[src/rtl/pcm_adc_rx.sv]
// Serial-audio ADC receiver: divides clk into BCK/LRCK, deserialises DOUT (LJ or I2S)
// and presents each left/right pair on a valid/ready port with a sticky overrun flag.
module pcm_adc_rx #(
    parameter int DATA_W    = 16,
    parameter int DIV_LOG2  = 3,
    parameter int BITS_LOG2 = 5
) (
    input  logic              clk,
    input  logic              rst_n,
    input  logic              dout,
    input  logic              fmt_i2s,
    input  logic              out_ready,
    input  logic              ovr_clr,
    output logic              lrck,
    output logic              bck,
    output logic [DATA_W-1:0] left,
    output logic [DATA_W-1:0] right,
    output logic              out_valid,
    output logic              overrun
);

    localparam int CW = DIV_LOG2 + BITS_LOG2 + 1;
    localparam int SW = BITS_LOG2 + 1;
    localparam logic [DIV_LOG2-1:0] STROBE_PH = DIV_LOG2'(2 ** (DIV_LOG2 - 1) - 1);
    localparam logic [SW-1:0]       WORD_SPAN = SW'(DATA_W - 1);

    logic [CW-1:0]     cnt_q, cnt_d;
    logic              fmt_q, fmt_d;
    logic [DATA_W-1:0] shift_q, shift_d;
    logic [DATA_W-1:0] hold_q, hold_d;
    logic [DATA_W-1:0] left_q, left_d;
    logic [DATA_W-1:0] right_q, right_d;
    logic              valid_q, valid_d;
    logic              ovr_q, ovr_d;

    logic [SW-1:0]     slot, first_slot, last_slot;
    logic [DATA_W:0]   word_ext;
    logic [DATA_W-1:0] word;
    logic              half, strobe, capture, word_done, pair_load, ovr_set;

    always_comb begin
        slot       = {1'b0, cnt_q[CW-2:DIV_LOG2]};
        first_slot = {{(SW-1){1'b0}}, fmt_q};
        last_slot  = first_slot + WORD_SPAN;
        half       = cnt_q[CW-1];
        strobe     = (cnt_q[DIV_LOG2-1:0] == STROBE_PH);
        capture    = strobe && (slot >= first_slot) && (slot <= last_slot);
        word_done  = capture && (slot == last_slot);
        pair_load  = word_done && half;
        word_ext   = {shift_q, dout};
        word       = word_ext[DATA_W-1:0];
        ovr_set    = pair_load && valid_q && !out_ready;
    end

    always_comb begin
        cnt_d   = cnt_q + CW'(1);
        fmt_d   = (cnt_q == '0) ? fmt_i2s : fmt_q;
        shift_d = capture ? word : shift_q;
        hold_d  = (word_done && !half) ? word : hold_q;
        left_d  = left_q;
        right_d = right_q;
        // The first half-frame carries right in LJ but left in I2S.
        if (pair_load) begin
            if (fmt_q) begin
                left_d  = hold_q;
                right_d = word;
            end else begin
                left_d  = word;
                right_d = hold_q;
            end
        end
        if (pair_load) begin
            valid_d = 1'b1;
        end else if (valid_q && out_ready) begin
            valid_d = 1'b0;
        end else begin
            valid_d = valid_q;
        end
        if (ovr_set) begin
            ovr_d = 1'b1;
        end else if (ovr_clr) begin
            ovr_d = 1'b0;
        end else begin
            ovr_d = ovr_q;
        end
    end

    always_ff @(posedge clk or negedge rst_n) begin
        if (!rst_n) begin
            cnt_q   <= '0;
            fmt_q   <= 1'b0;
            shift_q <= '0;
            hold_q  <= '0;
            left_q  <= '0;
            right_q <= '0;
            valid_q <= 1'b0;
            ovr_q   <= 1'b0;
        end else begin
            cnt_q   <= cnt_d;
            fmt_q   <= fmt_d;
            shift_q <= shift_d;
            hold_q  <= hold_d;
            left_q  <= left_d;
            right_q <= right_d;
            valid_q <= valid_d;
            ovr_q   <= ovr_d;
        end
    end

    assign bck       = cnt_q[DIV_LOG2-1];
    assign lrck      = cnt_q[CW-1];
    assign left      = left_q;
    assign right     = right_q;
    assign out_valid = valid_q;
    assign overrun   = ovr_q;

endmodule

[config.mk]
export PLATFORM = sky130hd
export DESIGN_NAME = pcm_adc_rx
export DESIGN_NICKNAME = d
export VERILOG_FILES = /design/src/rtl/pcm_adc_rx.sv
export SDC_FILE = /design/constraint.sdc
export NUM_CORES = 1
export LEC_CHECK = 0
export ABC_AREA = 0
export ABC_CLOCK_PERIOD_IN_PS = 3800
export BUFFER_PORTS_ARGS = -buffer_cell sky130_fd_sc_hd__buf_2
export CORE_MARGIN = 3
export CORE_UTILIZATION = 60
export CTS_BUF_LIST = sky130_fd_sc_hd__clkbuf_8
export CTS_CLUSTER_DIAMETER = 120
export CTS_CLUSTER_SIZE = 24
export DETAILED_ROUTE_END_ITERATION = 10
export PLACE_DENSITY_LB_ADDON = 0.3
export SLEW_MARGIN = 20
export SYNTH_ARGS = -nofsm -noshare
export SYNTH_HDL_FRONTEND = slang
export SYNTH_SLANG_ARGS = --single-unit
[constraint.sdc]
create_clock -name clk -period 3.8 [get_ports clk]
set_clock_uncertainty 0.15 [all_clocks]
set_input_delay 0.38 -clock clk [delete_from_list [all_inputs] [get_ports clk]]
set_output_delay 0.38 -clock clk [all_outputs]
set_load 0.005 [all_outputs]
==> summary.md, run 1 <==
| Metric | Value |
|---|---|
| Run status | `finished, violations left` |
| Failing checks | `negative hold slack` |
| Tmin final | `2880 ps` |
| Vias per cell | `5.38` |
| Commonest non-fill, non-tap cell in the layout | `dfrtp_1` |
| Psw | `331 uW` |
| DR vias | `1888` |
| FF+latch area | `0.00188 mm2` |
| Hold WC Path Type | `in -> async` |
| Final setup fails | `0` |
| Port Buffers | `41` |
| GRT Total Usage | `17.7%` |
| Clock power share | `45.4%` |
| FP Rows | `27` |
| Req. time, crit path | `3880 ps` |
| Setup Buffers After CTS | `0` |
| Share of layout cells above drive strength 1 | `57.0%` |
| TritonCTS Buffers | `9` |
| Tcrit/Tclk final | `75.9%` |
| GP Congestion | `0.802` |
| Detail Placement HPWL | `3.61 mm` |
| CP Max Fanout | `34` |
| Sequential power share | `50.7%` |
| Slew headroom | `31.3%` |
| Comb pwr share | `3.8%` |
| Die Y | `82.9 um` |
| Area delta synth->final | `12.6%` |
| Max H-tree Level | `3` |
| Maximum VDD drop | `0.241 mV` |
| Max Root-Sink Buffers | `2` |
| Bufs and invs on worst path | `1` |
| DRT Pass-1 Iters | `4` |
| Ys Warns | `0` |
| First-pass GRT wire length | `9.73 mm` |
| Syn avg cell area | `15.4 um2` |
| Largest net degree at the start of global routing | `76` |
| Initial Util | `63.3%` |
| FILL cells | `405` |
| Nets@finish | `289` |
| Hold slack | `-0.367 ps` |
| Highest-count cells in the layout ignoring fill and taps | `75 x dfrtp_1, 68 x mux2_2, 40 x buf_2` |
| Core area | `0.00561 mm2` |
| Slew Viols, Final | `0` |
| Final Hold Viols | `3` |
| Setup TNS | `0 ps` |
| ANT cells | `0` |
| # IOs | `42` |
| Setup ws final | `918 ps` |
| Worst EP arrival | `2960 ps` |
| Switching Fraction | `20.4%` |
| FMAX | `347 MHz` |
| Worst Max-Slew Pin Slew | `1030 ps` |
| Critical path's slowest cell | `or3_2` |
| CTS root buf | `clkbuf_8` |
| CTS tree | `yes` |
| RSZ-0062 raised after global routing | `no` |
| DP Worst Slack | `908 ps` |
| Syn Nets | `245` |
| Total die area | `0.00687 mm2` |
| Post-CTS Resized | `0` |
| WL/cell | `16.0 um` |
| Syn Std Cell Area | `0.00355 mm2` |
| Internal Power | `1290 uW` |
| Slowest stage delay, CP | `920 ps` |
| Initial DRC Count | `100` |
| Area of the multi-input gates | `0.00153 mm2` |
| Grt total ovfl | `0` |
| Vias in the first global route | `2011` |
| DRT antenna net count | `0` |
| Max-cap violations | `0` |
| Final wirelength | `5.61 mm` |
| Mapped Cells | `230` |
| Synth Register Bits | `75` |
| Cell leakage power | `0.00214 uW` |
| Die Wd | `82.9 um` |
| Post-route DRC | `0` |
| Crit-path cells | `inv_1 -> ha_1 -> and4_1 -> nand2_1 -> or3_2 -> mux2_4` |
| Nature of the critical path startpoint | `register` |
| Hold_buf cts | `0` |
| Crit Path Category | `reg -> reg` |
| Worst skew pair latency | `340 ps` |
| Pwr Density | `405 mW/mm2` |
| # clock sinks | `75` |
| Worst-path clk slew | `80 ps` |
| CP Capture Type | `register` |
| Distinct cells, synth | `26` |
| Initial antenna violation count | `0` |
| Sequential share of the synthesized area | `52.9%` |
| Crit path max-delay family | `simple AND/OR/NAND/NOR gates` |
stage by stage:
step | total power, uW | cell area [um2] | utilization (%) | std cells
global placement | 898 | 3750 | 66.9 | 335
global route | 1690 | 3990 | 71.2 | 351
finish | 1620 | 3990 | 71.2 | 351
floorplan | 871 | 3550 | - | 230
CTS | 1640 | 3990 | 71.2 | 351
detailed placement | 901 | 3750 | 66.9 | 335
state kept, by name (all words and copies together), names as in the netlist:
| register | cells |
|---|---|
| out_valid | 1 |
| shift_q | 15 |
| fmt_q | 1 |
| hold_q | 16 |
| right | 16 |
| cnt_q | 9 |
| overrun | 1 |
| left | 16 |
kinds of logic (layout without fill, tap and decap cells):
family | after synthesis | count (layout) | share of synthesized area (%)
multiplexers | 96 | 96 | 33.4
XOR/XNOR | 6 | 6 | 1.48
buffers and inverters | 19 | 68 | 4.02
flip-flops | 75 | 75 | 52.9
adder cells (fa/ha/maj) | 9 | 9 | 3.17
AO/OA/AOI/OAI | 6 | 6 | 1.83
AND/OR/NAND/NOR | 19 | 19 | 3.14
power groups by stage:
stage	logic (uW)	registers, uW	clock network, uW
after floorplan	39.3	832	0
after global placement	62.3	835	0
after detailed placement	63.9	837	0
after CTS	64.7	821	751
after global routing	70.4	823	793
final	62.2	821	735
layer usage:
layer	part of all wire, %	vias to the layer above	wire length, um	global-route usage (%)
met2	48	30	2670	27.3
met4	1.9	0	104	9.36
met1	47	946	2640	23.8
li1	-	904	-	-
met3	3.4	8	190	3.47
met5	0	-	0	0
Yosys cell counts:
| library cell | n | area share (%) |
|---|---|---|
| buf_6 | 3 | 0.95 |
| clkbuf_1 | 4 | 0.42 |
| nand3_1 | 3 | 0.42 |
| and2_1 | 1 | 0.18 |
| or4_4 | 1 | 0.32 |
| buf_12 | 3 | 1.7 |
| and3_1 | 1 | 0.18 |
| xnor2_1 | 6 | 1.5 |
| a211oi_1 | 1 | 0.21 |
| nand2b_1 | 1 | 0.18 |
| nor3_2 | 1 | 0.28 |
| nand4_1 | 2 | 0.35 |
| a211oi_4 | 1 | 0.56 |
| o22ai_1 | 1 | 0.18 |
| nor4_1 | 1 | 0.18 |
| dfrtp_1 | 75 | 53 |
| or3_1 | 1 | 0.18 |
| a21oi_1 | 1 | 0.14 |
| and4_1 | 1 | 0.25 |
| a221o_1 | 1 | 0.28 |
| inv_1 | 9 | 0.95 |
| nand2_1 | 6 | 0.63 |
| mux2_2 | 68 | 22 |
| ha_1 | 9 | 3.2 |
| o21ai_4 | 1 | 0.46 |
| mux2_4 | 28 | 12 |
final timing paths:
check                      startpoint         to  slack, ps  cells after the start
setup / recovery                fmt_q    left[8]        920                      6
hold / removal                  rst_n    left[3]       -0.4                      1
setup reg to reg                fmt_q    left[8]        920                      6
hold reg to reg             out_valid  out_valid        350                      2
max in group asynchronous       rst_n   cnt_q[5]       2890                      1
min in group clk              ovr_clr    overrun         70                      2
cell type report:
type                       count  area share (%)
sequential                    75            47.0
multi-input combinational    136            38.3
timing repair buffer          43            5.58
clock buffer                  10            3.45
clock inverter                 6            2.60
tap                           72            2.26
inverter                       9           0.846
No activity file was read; power rests on OpenSTA's default activity.
==> run 2: changes to the inputs <==
Settings changed: ABC_AREA 0 to 1, ABC_CLOCK_PERIOD_IN_PS 3800 to 2900.
Clock period 3.8 ns to 2.9 ns, I/O delays scaled along.
==> run 2 against run 1 <==
The run now ends clean. Synthesized cell count grew 93%. Wire length is 43% higher. Clock power rose by 31%. Largest power group unchanged. Highest routed layer unchanged.
==> summary.md, run 2 <==
| Metric | Value |
|---|---|
| Detail Placement HPWL | `5.33 mm` |
| Final wirelength | `8.02 mm` |
| Final core occ | `71.7%` |
| DR vias | `3086` |
| Top cells by count, synth | `161 x nand2_1, 85 x nand3_1, 75 x dfrtp_1, 33 x o21ai_0, 30 x inv_1` |
| FMAX | `385 MHz` |
| # clock sinks | `75` |
| Commonest non-fill, non-tap cell in the layout | `nand2_1` |
| Port Buffers | `41` |
| DRT antenna net count | `0` |
| Area delta synth->final | `12.9%` |
| Top cell type's share of synthesized area | `52.1%` |
| Vias per cell | `5.56` |
| First-pass GRT wire length | `13.7 mm` |
| Die Wd | `83.5 um` |
| Req. time, crit path | `3000 ps` |
| CP Capture Type | `register` |
| Top cells by area, synth | `dfrtp_1 52%, nand2_1 17%, nand3_1 12%` |
| Nets@finish | `493` |
| DRT Pass-1 Iters | `8` |
| Worst R2R Start | `fmt_q` |
| Distinct cells, synth | `21` |
| Pwr Density | `529 mW/mm2` |
| Nature of the critical path startpoint | `register` |
| Tcrit/Tclk final | `89.6%` |
| Max-cap violations | `0` |
| WL/cell | `14.4 um` |
| Grt total ovfl | `0` |
| Worst Max-Slew Pin Slew | `658 ps` |
| Final setup fails | `0` |
| Crit path launch | `fmt_q` |
| Max Root-Sink Buffers | `2` |
| Initial DRC Count | `300` |
| Ys async rst share | `100%` |
| R2R Path End | `overrun` |
| Setup Buffers After CTS | `0` |
| Final Hold Viols | `0` |
| Tmin final | `2600 ps` |
| Sequential share of the synthesized area | `52.1%` |
| Highest-count cells in the layout ignoring fill and taps | `161 x nand2_1, 85 x nand3_1, 74 x dfrtp_1` |
| FP Rows | `27` |
| GRT Total Usage | `24.2%` |
| Reg2Reg Setup Slack | `300 ps` |
| Syn Nets | `459` |
| GP Congestion | `0.830` |
| Worst skew pair latency | `350 ps` |
| Max H-tree Level | `3` |
| Area after DPL | `0.00381 mm2` |
| CTS tree | `yes` |
| Mapped Cells | `444` |
| Vias in the first global route | `2902` |
| Worst-path clk slew | `80 ps` |
| RSZ-0062 raised after global routing | `no` |
| Hold WC Path Type | `in -> reg` |
| CP Max Fanout | `34` |
| Slew headroom | `56.0%` |
| Initial Util | `63.5%` |
| Post-route DRC | `0` |
| Final instance area | `0.00407 mm2` |
| Cell leakage power | `0.00227 uW` |
| FILL cells | `466` |
| Slew Viols, Final | `0` |
| Worst EP arrival | `2700 ps` |
| Maximum VDD drop | `0.490 mV` |
| TritonCTS Buffers | `9` |
| Share of layout cells above drive strength 1 | `15.3%` |
| Largest net degree at the start of global routing | `37` |
| Most common cell in the netlist | `nand2_1` |
| Syn Std Cell Area | `0.00360 mm2` |
| Total die area | `0.00697 mm2` |
| Synth Register Bits | `75` |
| Ys Warns | `0` |
| Core area | `0.00568 mm2` |
| Crit path to | `overrun` |
| EDFF count, synth | `0` |
| Final Power | `2160 uW` |
| Run status | `finished, final reports clean` |
| Die Y | `83.5 um` |
| CTS root buf | `clkbuf_8` |
| Cell taking the most area after synthesis | `dfrtp_1` |
| Setup TNS | `0 ps` |
| Syn avg cell area | `8.12 um2` |
| DP Worst Slack | `173 ps` |
| Crit Path Category | `reg -> reg` |
| # IOs | `42` |
| Setup ws final | `303 ps` |
| Reg2Reg Depth | `8` |
| Synth Flop Type | `dfrtp_1` |
| ANT cells | `0` |
| Initial antenna violation count | `0` |
[run 2: changes by cell type in the layout (fill, tap and decap cells not counted), moves of 3 or more]
cell / delta
nand2_2: +6
inv_1: +20
nor2_1: +4
buf_4: +3
mux2_2: -68
mux2_4: -28
nand3_1: +82
o21ai_0: +33
xnor2_1: -4
nor3_1: +3
nand2_1: +155
xor2_1: +4
clkbuf_8: +3
[run 2: cell families (layout without fill, tap and decap cells)]
| family | Yosys count | after routing | synth area share [%] |
|---|---|---|---|
| compound gates | 34 | 34 | 4.72 |
| xor+xnor | 6 | 6 | 1.46 |
| fa+ha+maj | 9 | 9 | 3.12 |
| buf+inv | 57 | 96 | 6.98 |
| flops | 75 | 75 | 52.1 |
| simple gates | 263 | 263 | 31.7 |
[run 2: layer usage]
layer	vias to the layer above	global-route usage [%]	wire length (um)
li1	1493	-	-
met1	1440	32.8	3430
met2	136	37.5	3760
met3	17	6.02	655
met4	0	10.4	174
met5	-	0	0
[run 2: what timing repair did]
item	4_1_cts	5_1_grt
resized for setup	0	1
hold endpoints to repair	21	0
hold buffers	1	0
setup endpoints to repair	0	28
[run 2: critical path: stages, from the launching register on]
cell and delay [ps]:
dfrtp_2 530, inv_1 140, ha_1 360, nand2_2 110, nor2_4 140, nand2_2 100, nor2_8 230, nand2_2 400
o21ai_0 320
[run 2: cell type report]
class,count,area [um2],area share [%]
Clock buffer,13,179,4.39
Timing Repair Buffer,48,260,6.39
Sequential cell,75,1880,46.1
Clock inverter,3,67.6,1.66
Tap cell,72,90.1,2.21
Inverter,32,120,2.95
Multi-Input combinational cell,312,1480,36.3
[run 2: power by group]
part	leakage [uW]	switching, uW	internal (uW)
logic	0.00114	70.7	28.9
clock network	0.000122	387	579
registers	0.00100	25.6	1060
[run 2: worst min path at each step]
stage / to / depth (start not counted) / start / slack [ps]
global route: fmt_q / 3 / fmt_i2s / 50
CTS: fmt_q / 3 / fmt_i2s / 20
floorplan: cnt_q[0] / 0 / rst_n / -160
detailed placement: out_valid / 1 / rst_n / 140
global placement: overrun / 1 / rst_n / 120
finish: fmt_q / 3 / fmt_i2s / 20
[run 2: stage by stage]
stage,hold slack (ps),instances
final,21.4,555
after global routing,47.4,555
after CTS,24.3,555
after detailed placement,137,538
after global placement,121,538
after floorplan,-156,444
